[src/rtl/wb_stage.sv]
// Writeback stage: single writer of the register-file write port.
// Accepts retiring instructions from MEM; ALU results write one cycle after
// acceptance, loads wait for dmem read data and are extracted/extended first.
// Optional feature macro: WB_FWD_EN exposes the current write as a bypass
// to ID; when undefined the fwd_* outputs are tied to zero.
module wb_stage #(
  parameter int unsigned DATA_WIDTH = 32,
  parameter int unsigned ADDR_WIDTH = 5
) (
  input  logic                  clk,
  input  logic                  rstn,
  input  logic                  mem_valid,
  output logic                  mem_ready,
  input  logic                  mem_wen,
  input  logic [ADDR_WIDTH-1:0] mem_rd,
  input  logic [DATA_WIDTH-1:0] mem_result,
  input  logic                  mem_is_load,
  input  logic [2:0]            mem_ld_type,
  input  logic [1:0]            mem_addr_lo,
  input  logic                  dmem_rvalid,
  input  logic [DATA_WIDTH-1:0] dmem_rdata,
  output logic                  rf_wen,
  output logic [ADDR_WIDTH-1:0] rf_waddr,
  output logic [DATA_WIDTH-1:0] rf_wdata,
  output logic                  ld_pending,
  output logic [ADDR_WIDTH-1:0] ld_pending_rd,
  output logic [31:0]           wb_count,
  output logic                  fwd_valid,
  output logic [ADDR_WIDTH-1:0] fwd_addr,
  output logic [DATA_WIDTH-1:0] fwd_data
);

  localparam int unsigned CNT_W  = 32;
  localparam int unsigned TYPE_W = 3;

  localparam logic [TYPE_W-1:0] LD_LB  = 3'b000;
  localparam logic [TYPE_W-1:0] LD_LH  = 3'b001;
  localparam logic [TYPE_W-1:0] LD_LBU = 3'b100;
  localparam logic [TYPE_W-1:0] LD_LHU = 3'b101;

  typedef enum logic {
    IDLE      = 1'b0,
    WAIT_LOAD = 1'b1
  } state_e;

  state_e                  state_q, state_d;
  logic                    rf_wen_q, rf_wen_d;
  logic [ADDR_WIDTH-1:0]   rf_waddr_q, rf_waddr_d;
  logic [DATA_WIDTH-1:0]   rf_wdata_q, rf_wdata_d;
  logic [ADDR_WIDTH-1:0]   ld_rd_q, ld_rd_d;
  logic                    ld_wen_q, ld_wen_d;
  logic [TYPE_W-1:0]       ld_type_q, ld_type_d;
  logic [1:0]              ld_lo_q, ld_lo_d;
  logic [CNT_W-1:0]        wb_count_q, wb_count_d;

  logic [7:0]              ld_byte_c;
  logic [15:0]             ld_half_c;
  logic [DATA_WIDTH-1:0]   ld_data_c;

  // Select and extend the loaded byte/halfword/word from the raw read data.
  always_comb begin
    ld_byte_c = dmem_rdata[{ld_lo_q, 3'b000} +: 8];
    ld_half_c = dmem_rdata[{ld_lo_q[1], 4'b0000} +: 16];
    ld_data_c = dmem_rdata;
    case (ld_type_q)
      LD_LB:   ld_data_c = {{(DATA_WIDTH-8){ld_byte_c[7]}}, ld_byte_c};
      LD_LBU:  ld_data_c = {{(DATA_WIDTH-8){1'b0}}, ld_byte_c};
      LD_LH:   ld_data_c = {{(DATA_WIDTH-16){ld_half_c[15]}}, ld_half_c};
      LD_LHU:  ld_data_c = {{(DATA_WIDTH-16){1'b0}}, ld_half_c};
      default: ld_data_c = dmem_rdata;
    endcase
  end

  // Next-state and next-output logic; rf_wen defaults low so writes are pulses.
  always_comb begin
    state_d    = state_q;
    rf_wen_d   = 1'b0;
    rf_waddr_d = rf_waddr_q;
    rf_wdata_d = rf_wdata_q;
    ld_rd_d    = ld_rd_q;
    ld_wen_d   = ld_wen_q;
    ld_type_d  = ld_type_q;
    ld_lo_d    = ld_lo_q;
    wb_count_d = wb_count_q + CNT_W'(rf_wen_q);

    case (state_q)
      IDLE: begin
        if (mem_valid) begin
          if (mem_is_load) begin
            ld_rd_d   = mem_rd;
            ld_wen_d  = mem_wen;
            ld_type_d = mem_ld_type;
            ld_lo_d   = mem_addr_lo;
            state_d   = WAIT_LOAD;
          end else if (mem_wen && (mem_rd != '0)) begin
            rf_wen_d   = 1'b1;
            rf_waddr_d = mem_rd;
            rf_wdata_d = mem_result;
          end
        end
      end
      WAIT_LOAD: begin
        if (dmem_rvalid) begin
          state_d = IDLE;
          if (ld_wen_q && (ld_rd_q != '0)) begin
            rf_wen_d   = 1'b1;
            rf_waddr_d = ld_rd_q;
            rf_wdata_d = ld_data_c;
          end
        end
      end
      default: state_d = IDLE;
    endcase
  end

  // State and output registers; reset discards any pending load.
  always_ff @(posedge clk or negedge rstn) begin
    if (!rstn) begin
      state_q    <= IDLE;
      rf_wen_q   <= 1'b0;
      rf_waddr_q <= '0;
      rf_wdata_q <= '0;
      ld_rd_q    <= '0;
      ld_wen_q   <= 1'b0;
      ld_type_q  <= '0;
      ld_lo_q    <= '0;
      wb_count_q <= '0;
    end else begin
      state_q    <= state_d;
      rf_wen_q   <= rf_wen_d;
      rf_waddr_q <= rf_waddr_d;
      rf_wdata_q <= rf_wdata_d;
      ld_rd_q    <= ld_rd_d;
      ld_wen_q   <= ld_wen_d;
      ld_type_q  <= ld_type_d;
      ld_lo_q    <= ld_lo_d;
      wb_count_q <= wb_count_d;
    end
  end

  assign mem_ready     = (state_q == IDLE);
  assign ld_pending    = (state_q == WAIT_LOAD);
  assign ld_pending_rd = ld_rd_q;
  assign rf_wen        = rf_wen_q;
  assign rf_waddr      = rf_waddr_q;
  assign rf_wdata      = rf_wdata_q;
  assign wb_count      = wb_count_q;

`ifdef WB_FWD_EN
  // Bypass mirrors the registered write so ID can resolve same-cycle reads.
  assign fwd_valid = rf_wen_q;
  assign fwd_addr  = rf_waddr_q;
  assign fwd_data  = rf_wdata_q;
`else
  assign fwd_valid = 1'b0;
  assign fwd_addr  = '0;
  assign fwd_data  = '0;
`endif

endmodule

[config.mk]
export PLATFORM = sky130hd
export DESIGN_NAME = wb_stage
export DESIGN_NICKNAME = d
export VERILOG_FILES = /design/src/rtl/wb_stage.sv
export SDC_FILE = /design/constraint.sdc
export NUM_CORES = 1
export LEC_CHECK = 0
export ABC_CLOCK_PERIOD_IN_PS = 1880
export CAP_MARGIN = 5
export CORE_UTILIZATION = 39
export CTS_CLUSTER_SIZE = 30
export DETAILED_ROUTE_END_ITERATION = 16
export GPL_ROUTABILITY_DRIVEN = 0
export PLACE_DENSITY = 0.79
export SETUP_SLACK_MARGIN = 0.15
export SLEW_MARGIN = 0
export SYNTH_ARGS = -nofsm -noshare
export SYNTH_HDL_FRONTEND = slang
export SYNTH_SLANG_ARGS = --single-unit
[constraint.sdc]
create_clock -name clk -period 1.88 [get_ports clk]
set_input_delay 0.282 -clock clk [delete_from_list [all_inputs] [get_ports clk]]
set_output_delay 0.282 -clock clk [all_outputs]
set_load 0.01 [all_outputs]
## After elaboration in Yosys (flattened, before gate mapping)

Index checks and enable logic that the tools add are counted.

- Bitwise logic cells: 1
- Add/subtract/negate cells: 1
- Muxes and demuxes: 23
- Equality and inequality tests: 8
- Shift-type cells: 2
- Reduce and logical (&&, ||, !) cells: 7

Operator list:

| operator | number |
|---|---|
| 32-bit 2-to-1 mux | 5 |
| 32-bit one-hot mux with 4 select lines | 1 |
| 32-bit one-hot mux with 2 select lines | 1 |
| 32-bit by 1-bit adder with 32-bit output | 1 |
| 32-bit by 6-bit indexed part select with 16-bit output | 1 |
| 32-bit by 6-bit indexed part select with 8-bit output | 1 |
| 5-bit 2-to-1 mux | 5 |
| 5-bit one-hot mux with 2 select lines | 1 |
| 5-bit nonzero test | 2 |
| 1-bit 2-to-1 mux | 8 |
| 3-bit == test (second input constant) | 2 |
| 2-bit inequality test (second input constant) | 3 |
| 5-bit AND reduction | 1 |
| 2-bit by 1-bit inequality test with 1-bit output (second input constant) | 2 |
| 1-bit one-hot mux with 2 select lines | 2 |
| 3-bit by 1-bit == test with 1-bit output (second input constant) | 1 |
| 3-bit logical NOT | 1 |
| 3-bit AND reduction | 1 |
| 1-bit logical AND | 2 |
| 1-bit inverter | 1 |

- Input port bits: 80
- Output and inout bits: 115
- Word-level logic and storage cells: 51
- Register bits: 82

## Depth between registers and ports, before layout

Gate-level depths: netlist of run 1.

- Word-level depth: 6
- Depth in mapped cells: 7
- Mapped depth without buffers: 7

## Least setup slack after synthesis of run 1

Ideal clock, no wire load.

- Path type: reg-to-reg
- Start: register ld_rd_q[2] (netlist: ld_pending_rd[2])
- End: register rf_wdata_q[16] (netlist: rf_wdata[16])
- Required time: 1.755 ns
- Period minus slack after synthesis: 1.812 ns
- Buffers on the path: 1
- Slack: 0.068 ns
- Library setup time: 0.125 ns
- Stages on the path, launching flop included: 6
- Arrival time: 1.686 ns
- Path through: dfrtp_1 > or4_1 > o2111ai_2 > nand2_2 > buf_6 > mux2_4

- Longest elaborated chain between the ends: 4

RTL lines:

| element | RTL line | text |
|---|---|---|
| start, declared | 50 | `logic [ADDR_WIDTH-1:0] ld_rd_q, ld_rd_d;` |
| start signal, assigned | 133 | `ld_rd_q <= ld_rd_d;` |
| 5-bit nonzero test | 105 | `if (ld_wen_q && (ld_rd_q != '0)) begin` |
| 1-bit logical AND | 105 |  |
| 2-bit by 1-bit inequality test with 1-bit output (no source line) | - |  |
| 5-bit AND reduction (no source line) | - |  |
| end signal, assigned | 132 | `rf_wdata_q <= rf_wdata_d;` |
| end, declared | 49 | `logic [DATA_WIDTH-1:0] rf_wdata_q, rf_wdata_d;` |

Every way passes these cells.
A chain may end at the register's enable or synchronous reset.

## Final worst setup path of run 1

- Start: register ld_rd_q[2] (netlist: ld_pending_rd[2])
- End: register rf_wdata_q[19] (netlist: rf_wdata[19])

The elaborated chain is that of the path after synthesis.

==> tab_implementation.tex, run 1 <==
\begin{tabular}{lr}
\hline
Metric & Value \\
\hline
\multicolumn{2}{l}{\textbf{Outcome}} \\
Status & complete, but fails checks \\
Violations in the final reports & setup timing \\
\multicolumn{2}{l}{\textbf{Global route}} \\
Overflow left after global routing & 0 \\
Wire length of the first global-routing pass & 20000 µm \\
Initial antenna violation count & 0 \\
Largest net degree at the start of global routing & 49 \\
Overall Global Routing Usage & 20.5\% \\
Vias in the first global route & 3920 \\
\multicolumn{2}{l}{\textbf{Timing}} \\
Final setup fails & 7 \\
Setup Skew & 0.0122 ns \\
Highest achievable clock rate & 0.529 GHz \\
Setup repair after global routing missed its margin & yes \\
Final hold vios & 0 \\
Clock period minus final worst setup slack & 1.89 ns \\
Worst-case setup margin in the final layout & -0.00896 ns \\
Period utilization & 100\% \\
Total count of max-transition violations in the final report & 0 \\
\multicolumn{2}{l}{\textbf{Layout}} \\
Leading cell type in the layout, fill and taps excluded & clkdlybuf4s50\_1 \\
Signed area change from the synthesized netlist to the final layout & 50.2\% \\
Share of post-route cells with drive strength above 1 & 20.3\% \\
Leading cell types in the layout, fill and taps excluded & 154 x clkdlybuf4s50\_1, 78 x dfrtp\_1, 45 x nand2\_1 \\
Total inserted antenna cells & 0 \\
Nets@finish & 708 \\
Final standard cell area without fillers & 6900 µm² \\
\multicolumn{2}{l}{\textbf{Pwr}} \\
Pwr dens & 1070 nW/µm² \\
PnR Total Power & 7380 µW \\
IR Drop Worst-Case VDD & 0.678 mV \\
Leakage power figure & 0.00294 µW \\
\multicolumn{2}{l}{\textbf{Synthesis}} \\
Synth Area in Compound Gates & 11.4\% \\
Part of the Yosys area used for sequential elements & 44.7\% \\
Synthesis-stage register bit count & 82 \\
Share of synthesized area spent on multiplexers & 11.8\% \\
Synth async-reset ratio & 100\% \\
Prevailing post-synth register cell & dfrtp\_1 \\
Adder-cell area share of the yosys netlist & 0.545\% \\
Average cell area after synthesis & 10.3 µm² \\
Count of flip-flops with a built-in enable after synthesis & 0 \\
Simple-gate share of the synthesized area & 16.0\% \\
Unique cell type count in the Yosys netlist & 46 \\
Synthesized instance count & 447 \\
Xor/xnor share of the synthesized area & 5.72\% \\
Count of yosys warnings during synthesis & 0 \\
Netlist area before placement & 4590 µm² \\
Combinational family with the most area after synthesis & simple AND/OR/NAND/NOR gates \\
\multicolumn{2}{l}{\textbf{Worst setup path}} \\
Critical path start-end classification & reg -> reg \\
Sort of element at the start of the critical path & flip-flop \\
Crit path arrival time & 2.10 ns \\
Category of the worst setup path capture point & flip-flop \\
Worst Path Required & 2.09 ns \\
CP Max Fanout & 17 \\
\multicolumn{2}{l}{\textbf{Placed design}} \\
Placement Setup Slack & -0.300 ns \\
Post-place instance area & 6370 µm² \\
Detailed placer's ending HPWL & 9660 µm \\
\# port buffers & 156 \\
\multicolumn{2}{l}{\textbf{Routing}} \\
Number of search-and-repair iterations in the first detailed-routing pass & 7 \\
DRC & 0 \\
Total number of vias & 4002 \\
Vias per std cell & 5.18 \\
Detailed Route Iter0 Violations & 227 \\
Routed wire length & 12600 µm \\
Routed wirelength normalized by instance count & 16.3 µm \\
Post-route ant nets & 0 \\
\multicolumn{2}{l}{\textbf{CTS}} \\
Deepest level of the CTS H-tree & 3 \\
Clock buffer depth & 2 \\
TritonCTS clock tree & done \\
Clock Root Buffer & clkbuf\_16 \\
Post-CTS clock slew at the launch and capture registers of the worst setup and hold paths & 0.06 ns \\
Clock Sink Count & 82 \\
Clock insertion delay at the later pin of the skew report & 0.34 ns \\
Number of clock buffers inserted by TritonCTS & 9 \\
\multicolumn{2}{l}{\textbf{Floorplan}} \\
Die ar. & 12200 µm² \\
Initial standard-cell utilization of the core & 40.0\% \\
Site row count & 39 \\
Floorplan die height & 111 µm \\
IO Pins & 195 \\
X dimension of the die & 111 µm \\
Core box area & 11500 µm² \\
\multicolumn{2}{l}{\textbf{Flow run}} \\
Number of violations of the max-capacitance limit & 0 \\
\multicolumn{2}{l}{\textbf{Hold path}} \\
Path category of the worst min-delay check & in -> async \\
\hline
\end{tabular}
## final timing paths
check | from | slack, ns | depth (start not counted) | end
worst max-delay path | ld_pending_rd[2] | -0.009 | 5 | rf_wdata[19]
worst min-delay path | rstn | 0.45 | 2 | wb_count[13]
worst max register to register | ld_pending_rd[2] | -0.009 | 5 | rf_wdata[19]
worst min register to register | wb_count[28] | 0.49 | 1 | wb_count[28]
max in group asynchronous | rstn | 0.79 | 3 | wb_count[8]
min in group clk | wb_count[28] | 0.49 | 1 | wb_count[28]
## Yosys cell counts (all sizes together), types with 4 or more instances
master / count / area, µm²
mux2: 28 / 379
xnor2: 18 / 158
buf: 50 / 378
nand3: 14 / 70.1
clkbuf: 13 / 48.8
xor2: 12 / 105
and3: 8 / 50.1
inv: 5 / 18.8
nor3b: 6 / 45.0
nand4: 6 / 37.5
nand2: 47 / 179
nor2: 48 / 205
dfrtp: 82 / 2050
and4: 4 / 35.0
o221ai: 13 / 114
mux2i: 14 / 140
nor2b: 8 / 50.1
a21oi: 14 / 88.8
o21ai: 5 / 28.8
a31oi: 32 / 231
## routing by layer
| metal | part of all wire, % | global-route usage, % | wire length (µm) |
|---|---|---|---|
| met5 | 0 | 0 | 0 |
| met4 | 1.9 | 6.40 | 241 |
| met3 | 6.2 | 4.83 | 783 |
| met2 | 49 | 34.6 | 6180 |
| met1 | 43 | 25.8 | 5390 |
## area by class of cell
class                   instances  area, µm²
repair buffers                194       1940
fillers                       930       4570
multi-input cells             333       2390
flip-flops and latches         82       2060
well taps                     143        179
clock inverters                 5       78.8
clock buffers                  10        229
inverters                       6       23.8
## report_power, final
| group | total, µW | switching (µW) | internal (µW) |
|---|---|---|---|
| clock | 1840 | 681 | 1160 |
| sequential | 2640 | 411 | 2220 |
| combinational | 2900 | 1210 | 1690 |
| total | 7380 | 2300 | 5070 |
## stage by stage
step	cells	TNS, ns	util (%)	hold slack, ns
floorplan	484	0	-	-0.0136
global placement	755	-8.52	55.5	0.274
detailed placement	755	-9.57	55.5	0.281
CTS	773	-0.0688	59.9	0.471
global route	773	-1.03	60.1	0.513
finish	773	-0.0233	60.1	0.455
## repair_timing
| item | CTS | global route |
|---|---|---|
| hold buffers | 1 | 0 |
| resized for setup | 36 | 11 |
| endpoints found under the setup margin | 46 | 46 |
| hold endpoints to repair | 34 | 0 |
| gates cloned | 1 | 0 |
| pin swaps | 2 | 1 |
| setup buffers | 1 | 0 |
## critical path, cell delays in order, from the launching register on
cell	delay, ns
dfrtp_1	0.38
or4_4	0.55
o2111ai_4	0.22
nand2_4	0.11
buf_12	0.18
mux2_4	0.31
## registers in the layout, summed over array words and instances, names as in the netlist
| name | flops |
|---|---|
| rf_wdata | 32 |
| wb_count | 32 |
| ld_pending_rd | 5 |
| rf_waddr | 5 |
| ld_type_q | 3 |
| ld_lo_q | 2 |
| ld_pending | 1 |
| ld_wen_q | 1 |
| rf_wen | 1 |
## kinds of logic after synthesis
logic type / after synthesis
flip-flops: 82
AO/OA/AOI/OAI: 70
buffers and inverters: 69
adder cells (fa/ha/maj): 2
AND/OR/NAND/NOR: 150
other: 1
multiplexers: 43
XOR/XNOR: 30
(Power assumes the default switching activity.)
==> inputs of run 2 (changes only) <==
Settings changed: ABC_CLOCK_PERIOD_IN_PS 1880 to 1800, CORE_UTILIZATION 39 to 43, PLACE_DENSITY 0.79 to 0.83.
Clock period 1.88 ns to 1.8 ns, I/O delays scaled along.
==> run 2 against run 1 <==
Effect of this change:
- the run still ends with setup timing left
- non-clock buffer count up 10
- first-iteration DRC count down 15%
- routed wire length up 1.5%
- critical path depth unchanged
- via count up 1.0%
- sequential share of layout area down 0.19 points
- cell count up 0.52%
- die area down 9.1%
- cell area up 0.96%
- combinational power up 5%
==> tab_implementation.tex, run 2 (same netlist as run 1, synthesis figures left out) <==
\begin{tabular}{lr}
\hline
Metric & Value \\
\hline
\multicolumn{2}{l}{\textbf{CTS}} \\
Deepest level of the CTS H-tree & 3 (unchanged) \\
Number of clock buffers inserted by TritonCTS & 9 (unchanged) \\
Clock insertion delay at the later pin of the skew report & 0.35 ns (about the same) \\
Clock Sink Count & 82 (unchanged) \\
TritonCTS clock tree & done \\
Post-CTS clock slew at the launch and capture registers of the worst setup and hold paths & 0.09 ns (+0.03 ns) \\
Clock Root Buffer & clkbuf\_8 \\
Clock buffer depth & 2 (unchanged) \\
\multicolumn{2}{l}{\textbf{Routing}} \\
Total number of vias & 4044 (+1.0\%) \\
Post-route ant nets & 0 (unchanged) \\
Number of search-and-repair iterations in the first detailed-routing pass & 5 (-2) \\
Vias per std cell & 5.20 (+0.53\%) \\
DRC & 0 (unchanged) \\
Routed wire length & 12800 µm (+1.5\%) \\
Detailed Route Iter0 Violations & 192 (-15\%) \\
Routed wirelength normalized by instance count & 16.5 µm (+1.0\%) \\
\multicolumn{2}{l}{\textbf{Global route}} \\
Largest net degree at the start of global routing & 50 (+2.0\%) \\
Wire length of the first global-routing pass & 20200 µm (+1.2\%) \\
Vias in the first global route & 3992 (+1.8\%) \\
Initial antenna violation count & 0 (unchanged) \\
Overall Global Routing Usage & 23.1\% (+2.6 points) \\
Overflow left after global routing & 0 (unchanged) \\
\multicolumn{2}{l}{\textbf{Timing}} \\
Final hold vios & 0 (unchanged) \\
Setup Skew & 0.0171 ns (+0.00486 ns) \\
Total count of max-transition violations in the final report & 0 (unchanged) \\
Final setup fails & 37 (+30) \\
Period utilization & 106\% (+5.1 points) \\
Setup repair after global routing missed its margin & yes \\
Highest achievable clock rate & 0.526 GHz (-0.62\%) \\
Worst-case setup margin in the final layout & -0.101 ns (-0.0918 ns) \\
Clock period minus final worst setup slack & 1.90 ns (+0.0118 ns) \\
\multicolumn{2}{l}{\textbf{Layout}} \\
Leading cell type in the layout, fill and taps excluded & clkdlybuf4s50\_1 \\
Share of post-route cells with drive strength above 1 & 23.6\% (+3.2 points) \\
Leading cell types in the layout, fill and taps excluded & 147 x clkdlybuf4s50\_1, 73 x dfrtp\_1, 44 x nand2\_1 \\
Signed area change from the synthesized netlist to the final layout & 51.6\% \\
Nets@finish & 718 (+1.4\%) \\
Total inserted antenna cells & 0 (unchanged) \\
Core occupancy in the finished layout & 67.4\% (+7.3 points) \\
\multicolumn{2}{l}{\textbf{Worst setup path}} \\
CP Max Fanout & 21 (+4) \\
Worst Path Required & 2.04 ns (-0.05 ns) \\
Cell with the largest stage delay on the worst path & or4\_4 \\
Cell count along the critical path & 5 (unchanged) \\
R2R cell count & 5 (unchanged) \\
Sort of element at the start of the critical path & flip-flop \\
Critical path's top delay family & simple AND/OR/NAND/NOR gates \\
Category of the worst setup path capture point & flip-flop \\
Critical path start-end classification & reg -> reg \\
Buf/Inv on CP & 1 (unchanged) \\
Crit path arrival time & 2.14 ns (+0.04 ns) \\
List of cells traversed by the critical path & or4\_4 > o2111ai\_4 > nand2\_4 > buf\_12 > mux2\_4 \\
CP max stage delay & 0.55 ns (about the same) \\
\multicolumn{2}{l}{\textbf{Flow run}} \\
Number of violations of the max-capacitance limit & 0 (unchanged) \\
\multicolumn{2}{l}{\textbf{Hold path}} \\
Path category of the worst min-delay check & in -> async \\
\multicolumn{2}{l}{\textbf{Pwr}} \\
PnR Total Power & 7560 µW (+2.5\%) \\
Leakage power figure & 0.00301 µW (+2.5\%) \\
Pwr dens & 1090 nW/µm² (+1.5\%) \\
IR Drop Worst-Case VDD & 0.606 mV (-11\%) \\
\multicolumn{2}{l}{\textbf{Outcome}} \\
Status & complete, but fails checks \\
Violations in the final reports & setup timing \\
\multicolumn{2}{l}{\textbf{Placed design}} \\
Detailed placer's ending HPWL & 9620 µm (-0.44\%) \\
\# port buffers & 156 (unchanged) \\
\multicolumn{2}{l}{\textbf{Floorplan}} \\
Core box area & 10300 µm² (-10\%) \\
Floorplan die height & 105 µm (-4.7\%) \\
IO Pins & 195 (unchanged) \\
Site row count & 37 (-5.1\%) \\
Die ar. & 11100 µm² (-9.1\%) \\
Initial standard-cell utilization of the core & 44.5\% (+4.4 points) \\
X dimension of the die & 105 µm (-4.7\%) \\
\hline
\end{tabular}
==> run 2: final cells by class <==
cell class	count	area, µm²
clock buffer	10	128
clock inverter	6	138
fill	822	3360
inverter	6	27.5
multi-input combinational	333	2400
sequential	82	2060
tap	136	170
timing repair buffer	204	2040
==> run 2: through the flow <==
stage / area (µm²) / std cells / hold WS (ns) / setup TNS, ns / setup slack (ns)
2_1_floorplan: 4740 / 484 / -0.0256 / -0.190 / -0.0114
3_3_place_gp: 6410 / 753 / 0.264 / -12.26 / -0.374
3_5_place_dp: 6410 / 753 / 0.270 / -14.62 / -0.440
4_1_cts: 6840 / 773 / 0.452 / -1.12 / -0.0606
5_1_grt: 6960 / 777 / 0.481 / -4.44 / -0.139
6_report: 6960 / 777 / 0.451 / -2.62 / -0.101
==> run 2: report_power, final <==
part           internal, µW  total (µW)  switching [µW]
Clock                  1070        1770             698
Sequential             2320        2740             419
Combinational          1790        3050            1260
Total                  5180        7560            2380
==> run 2: final timing paths <==
kind	from	endpoint	slack, ns
max in group asynchronous	rstn	wb_count[14]	0.93
min in group clk	mem_result[1]	rf_wdata[1]	0.49
setup / recovery	ld_pending_rd[2]	rf_wdata[18]	-0.10
hold / removal	rstn	rf_wdata[21]	0.45
hold reg to reg	wb_count[17]	wb_count[17]	0.49
setup reg to reg	ld_pending_rd[2]	rf_wdata[18]	-0.10
==> run 2: routing by layer <==
| layer | vias up | routed length, µm | track usage (%) |
|---|---|---|---|
| li1 | 1871 | - | - |
| met1 | 1960 | 5230 | 28.2 |
| met2 | 187 | 6540 | 40.6 |
| met3 | 26 | 783 | 4.89 |
| met4 | 0 | 241 | 7.14 |
| met5 | - | 0 | 0 |
==> run 2: worst reg2reg max path: stages, from the launching register on <==
cell	delay (ns)
dfrtp_1	0.39
or4_4	0.55
o2111ai_4	0.25
nand2_4	0.09
buf_12	0.18
mux2_4	0.33
==> run 2: what timing repair did <==
action                                  CTS  global route
resized for setup                        32            33
endpoints found under the setup margin   45            63
pin swaps                                 0             4
hold endpoints to repair                 82             0
hold buffers                              1             0
setup buffers                             2             4
gates cloned                              1             0
==> inputs of run 3 (changes only) <==
Settings changed: CORE_UTILIZATION 43 to 30, PLACE_DENSITY 0.83 to 0.62.
==> run 3 against run 2 <==
Effect of this change:
- the flow still finishes with violations (setup timing)
- global-route usage decreased by 5.4 points
- first-iteration DRC count increased by 32%
- cell area increased by 2.7%
- cell count increased by 6.3%
- routed wire length increased by 9.1%
- largest cell class unchanged
- highest routed layer unchanged
==> tab_implementation.tex, run 3 (same netlist as run 1, synthesis figures left out) <==
\begin{tabular}{lr}
\hline
Metric & Value \\
\hline
\multicolumn{2}{l}{\textbf{Routing}} \\
Routed wirelength normalized by instance count & 16.9 µm (+2.6\%) \\
Detailed Route Iter0 Violations & 254 (+32\%) \\
Routed wire length & 14000 µm (+9.1\%) \\
Post-route ant nets & 0 (unchanged) \\
Number of search-and-repair iterations in the first detailed-routing pass & 4 (-1) \\
Total number of vias & 4007 (-0.91\%) \\
DRC & 0 (unchanged) \\
Vias per std cell & 4.85 (-6.8\%) \\
\multicolumn{2}{l}{\textbf{Layout}} \\
Signed area change from the synthesized netlist to the final layout & 55.7\% \\
Leading cell type in the layout, fill and taps excluded & clkdlybuf4s50\_1 \\
Core occupancy in the finished layout & 48.5\% (-19 points) \\
Final instance count without filler cells & 826 (+6.3\%) \\
Fill cell total of the finished layout & 1349 (+64\%) \\
Share of post-route cells with drive strength above 1 & 23.1\% (-0.50 points) \\
Total inserted antenna cells & 0 (unchanged) \\
Leading cell types in the layout, fill and taps excluded & 144 x clkdlybuf4s50\_1, 74 x dfrtp\_1, 45 x nand2\_1 \\
Final standard cell area without fillers & 7150 µm² (+2.7\%) \\
Nets@finish & 719 (+0.14\%) \\
\multicolumn{2}{l}{\textbf{Global route}} \\
Overall Global Routing Usage & 17.7\% (-5.4 points) \\
Wire length of the first global-routing pass & 21500 µm (+6.5\%) \\
Largest net degree at the start of global routing & 34 (-32\%) \\
Vias in the first global route & 3921 (-1.8\%) \\
Overflow left after global routing & 0 (unchanged) \\
Initial antenna violation count & 0 (unchanged) \\
\multicolumn{2}{l}{\textbf{Pwr}} \\
PnR Total Power & 7750 µW (+2.5\%) \\
Net Switching & 2520 µW (+5.7\%) \\
Int Power & 5230 µW (+1.0\%) \\
IR Drop Worst-Case VDD & 0.564 mV (-7.0\%) \\
Fraction of power spent switching nets & 32.5\% (+0.98 points) \\
Clock group share of total power & 24.3\% (+0.9 points) \\
Power share of the combinational group & 40.4\% (about the same) \\
Leakage power figure & 0.00311 µW (+3.2\%) \\
Share of power burned in registers & 35.3\% (-0.9 points) \\
Pwr dens & 1080 nW/µm² (-0.20\%) \\
\multicolumn{2}{l}{\textbf{CTS}} \\
Number of clock buffers inserted by TritonCTS & 9 (unchanged) \\
Clock insertion delay at the later pin of the skew report & 0.34 ns (about the same) \\
TritonCTS clock tree & done \\
Clock Sink Count & 82 (unchanged) \\
Clock Root Buffer & clkbuf\_16 \\
Post-CTS clock slew at the launch and capture registers of the worst setup and hold paths & 0.07 ns (-0.02 ns) \\
Deepest level of the CTS H-tree & 3 (unchanged) \\
Clock buffer depth & 2 (unchanged) \\
\multicolumn{2}{l}{\textbf{Floorplan}} \\
Core box area & 14800 µm² (+43\%) \\
Floorplan die height & 126 µm (+19\%) \\
IO Pins & 195 (unchanged) \\
Initial standard-cell utilization of the core & 31.1\% (-13 points) \\
Site row count & 44 (+19\%) \\
X dimension of the die & 126 µm (+19\%) \\
Die ar. & 15800 µm² (+42\%) \\
\multicolumn{2}{l}{\textbf{Timing}} \\
Clock period minus final worst setup slack & 1.91 ns (+0.0121 ns) \\
Final setup fails & 38 (+2.7\%) \\
Max-slew headroom & 61.2\% \\
Period utilization & 106\% (+0.67 points) \\
Setup repair after global routing missed its margin & yes \\
Tightest hold margin & 0.407 ns (-0.0431 ns) \\
Worst-margin pin slew & 0.567 ns \\
Setup Skew & 0.00573 ns (-0.0114 ns) \\
Highest achievable clock rate & 0.523 GHz (-0.63\%) \\
Final hold vios & 0 (unchanged) \\
Worst-case setup margin in the final layout & -0.113 ns (-0.0121 ns) \\
Total count of max-transition violations in the final report & 0 (unchanged) \\
\multicolumn{2}{l}{\textbf{Outcome}} \\
Violations in the final reports & setup timing \\
Status & complete, but fails checks \\
\multicolumn{2}{l}{\textbf{Worst setup path}} \\
Crit path arrival time & 2.18 ns (+0.04 ns) \\
Critical path's top delay family & simple AND/OR/NAND/NOR gates \\
CP most frequent cell & buf\_6 \\
Category of the worst setup path capture point & flip-flop \\
Worst Path Required & 2.06 ns (+0.02 ns) \\
Buf/Inv on CP & 3 (+2) \\
List of cells traversed by the critical path & or4\_4 > o2111ai\_4 > nand2\_4 > buf\_6 > buf\_16 > buf\_6 > a31oi\_4 \\
CP max stage delay & 0.55 ns (about the same) \\
Sort of element at the start of the critical path & flip-flop \\
CP Max Fanout & 5 (-76\%) \\
Cell with the largest stage delay on the worst path & or4\_4 \\
Critical path start-end classification & reg -> reg \\
\multicolumn{2}{l}{\textbf{Placed design}} \\
Detailed placer's ending HPWL & 10000 µm (+4.5\%) \\
Number of cells after detailed placement & 799 (+6.1\%) \\
Post-place instance area & 6440 µm² (+0.51\%) \\
\# port buffers & 156 (unchanged) \\
\multicolumn{2}{l}{\textbf{Flow run}} \\
Number of violations of the max-capacitance limit & 0 (unchanged) \\
\multicolumn{2}{l}{\textbf{Hold path}} \\
Path category of the worst min-delay check & in -> async \\
\hline
\end{tabular}
-- run 3: cell count changes in the layout (fill, tap and decap cells not counted), sizes merged --
cell	change
clkinvlp	+2
inv	+2
dlymetal6s2s	+3
dlygate4sd2	-1
clkbuf	-1
bufbuf	+2
clkdlybuf4s15	+1
buf	-1
clkdlybuf4s50	-3
bufinv	-3
-- run 3: worst register-to-register path, delay by kind of cell (launching register included) --
family                 cells  cell delay [ns]
AO/OA/AOI/OAI              2             0.39
buffers and inverters      3             0.39
flip-flops                 1             0.38
AND/OR/NAND/NOR            2             0.66
-- run 3: layout make-up --
class	instances	area, µm²	area share (%)
inverter	6	27.5	0.385
timing repair buffer	205	2150	30.0
multi-input combinational	333	2380	33.3
sequential	82	2060	28.8
clock inverter	7	76.3	1.07
tap	184	230	3.22
clock buffer	9	225	3.15
-- run 3: path summary, 6_finish.rpt --
path | startpoint | end | slack (ns) | cells after the start
max in group asynchronous | rstn | ld_pending_rd[3] | 0.85 | 3
min in group clk | wb_count[31] | wb_count[31] | 0.47 | 1
min | rstn | wb_count[15] | 0.41 | 2
min reg2reg | wb_count[31] | wb_count[31] | 0.47 | 1
max reg2reg | ld_pending_rd[0] | rf_wdata[6] | -0.11 | 7
max | ld_pending_rd[0] | rf_wdata[6] | -0.11 | 7
-- run 3: power groups by stage --
stage          Clock [µW]  Sequential [µW]  Combinational (µW)
3_3_place_gp            0             2710                2860
4_1_cts              1930             2720                3090
6_report             1880             2740                3130
3_5_place_dp            0             2710                2930
5_1_grt              2020             2800                3330
2_1_floorplan           0             2860                1240
-- run 3: through the flow --
stage | worst slack, ns | setup TNS [ns]
2_1_floorplan | -0.0114 | -0.190
3_3_place_gp | -0.375 | -11.75
3_5_place_dp | -0.463 | -13.75
4_1_cts | -0.136 | -3.60
5_1_grt | -0.148 | -4.10
6_report | -0.113 | -2.86
-- run 3: what timing repair did --
action                                  in CTS  in global routing
resized for setup                           35                 30
hold endpoints to repair                    27                  0
cloned                                       5                  0
endpoints found under the setup margin      51                 63
hold buffers                                 1                  0
pin swaps                                    1                  7
setup buffers                                4                  1
-- run 3: layer usage --
| layer | part of all wire (%) | routed length [µm] | GRT usage (%) |
|---|---|---|---|
| met3 | 7.0 | 978 | 5.06 |
| met5 | 0 | 0 | 0 |
| met1 | 42 | 5810 | 21.9 |
| met4 | 2.4 | 337 | 7.46 |
| met2 | 49 | 6830 | 29.0 |
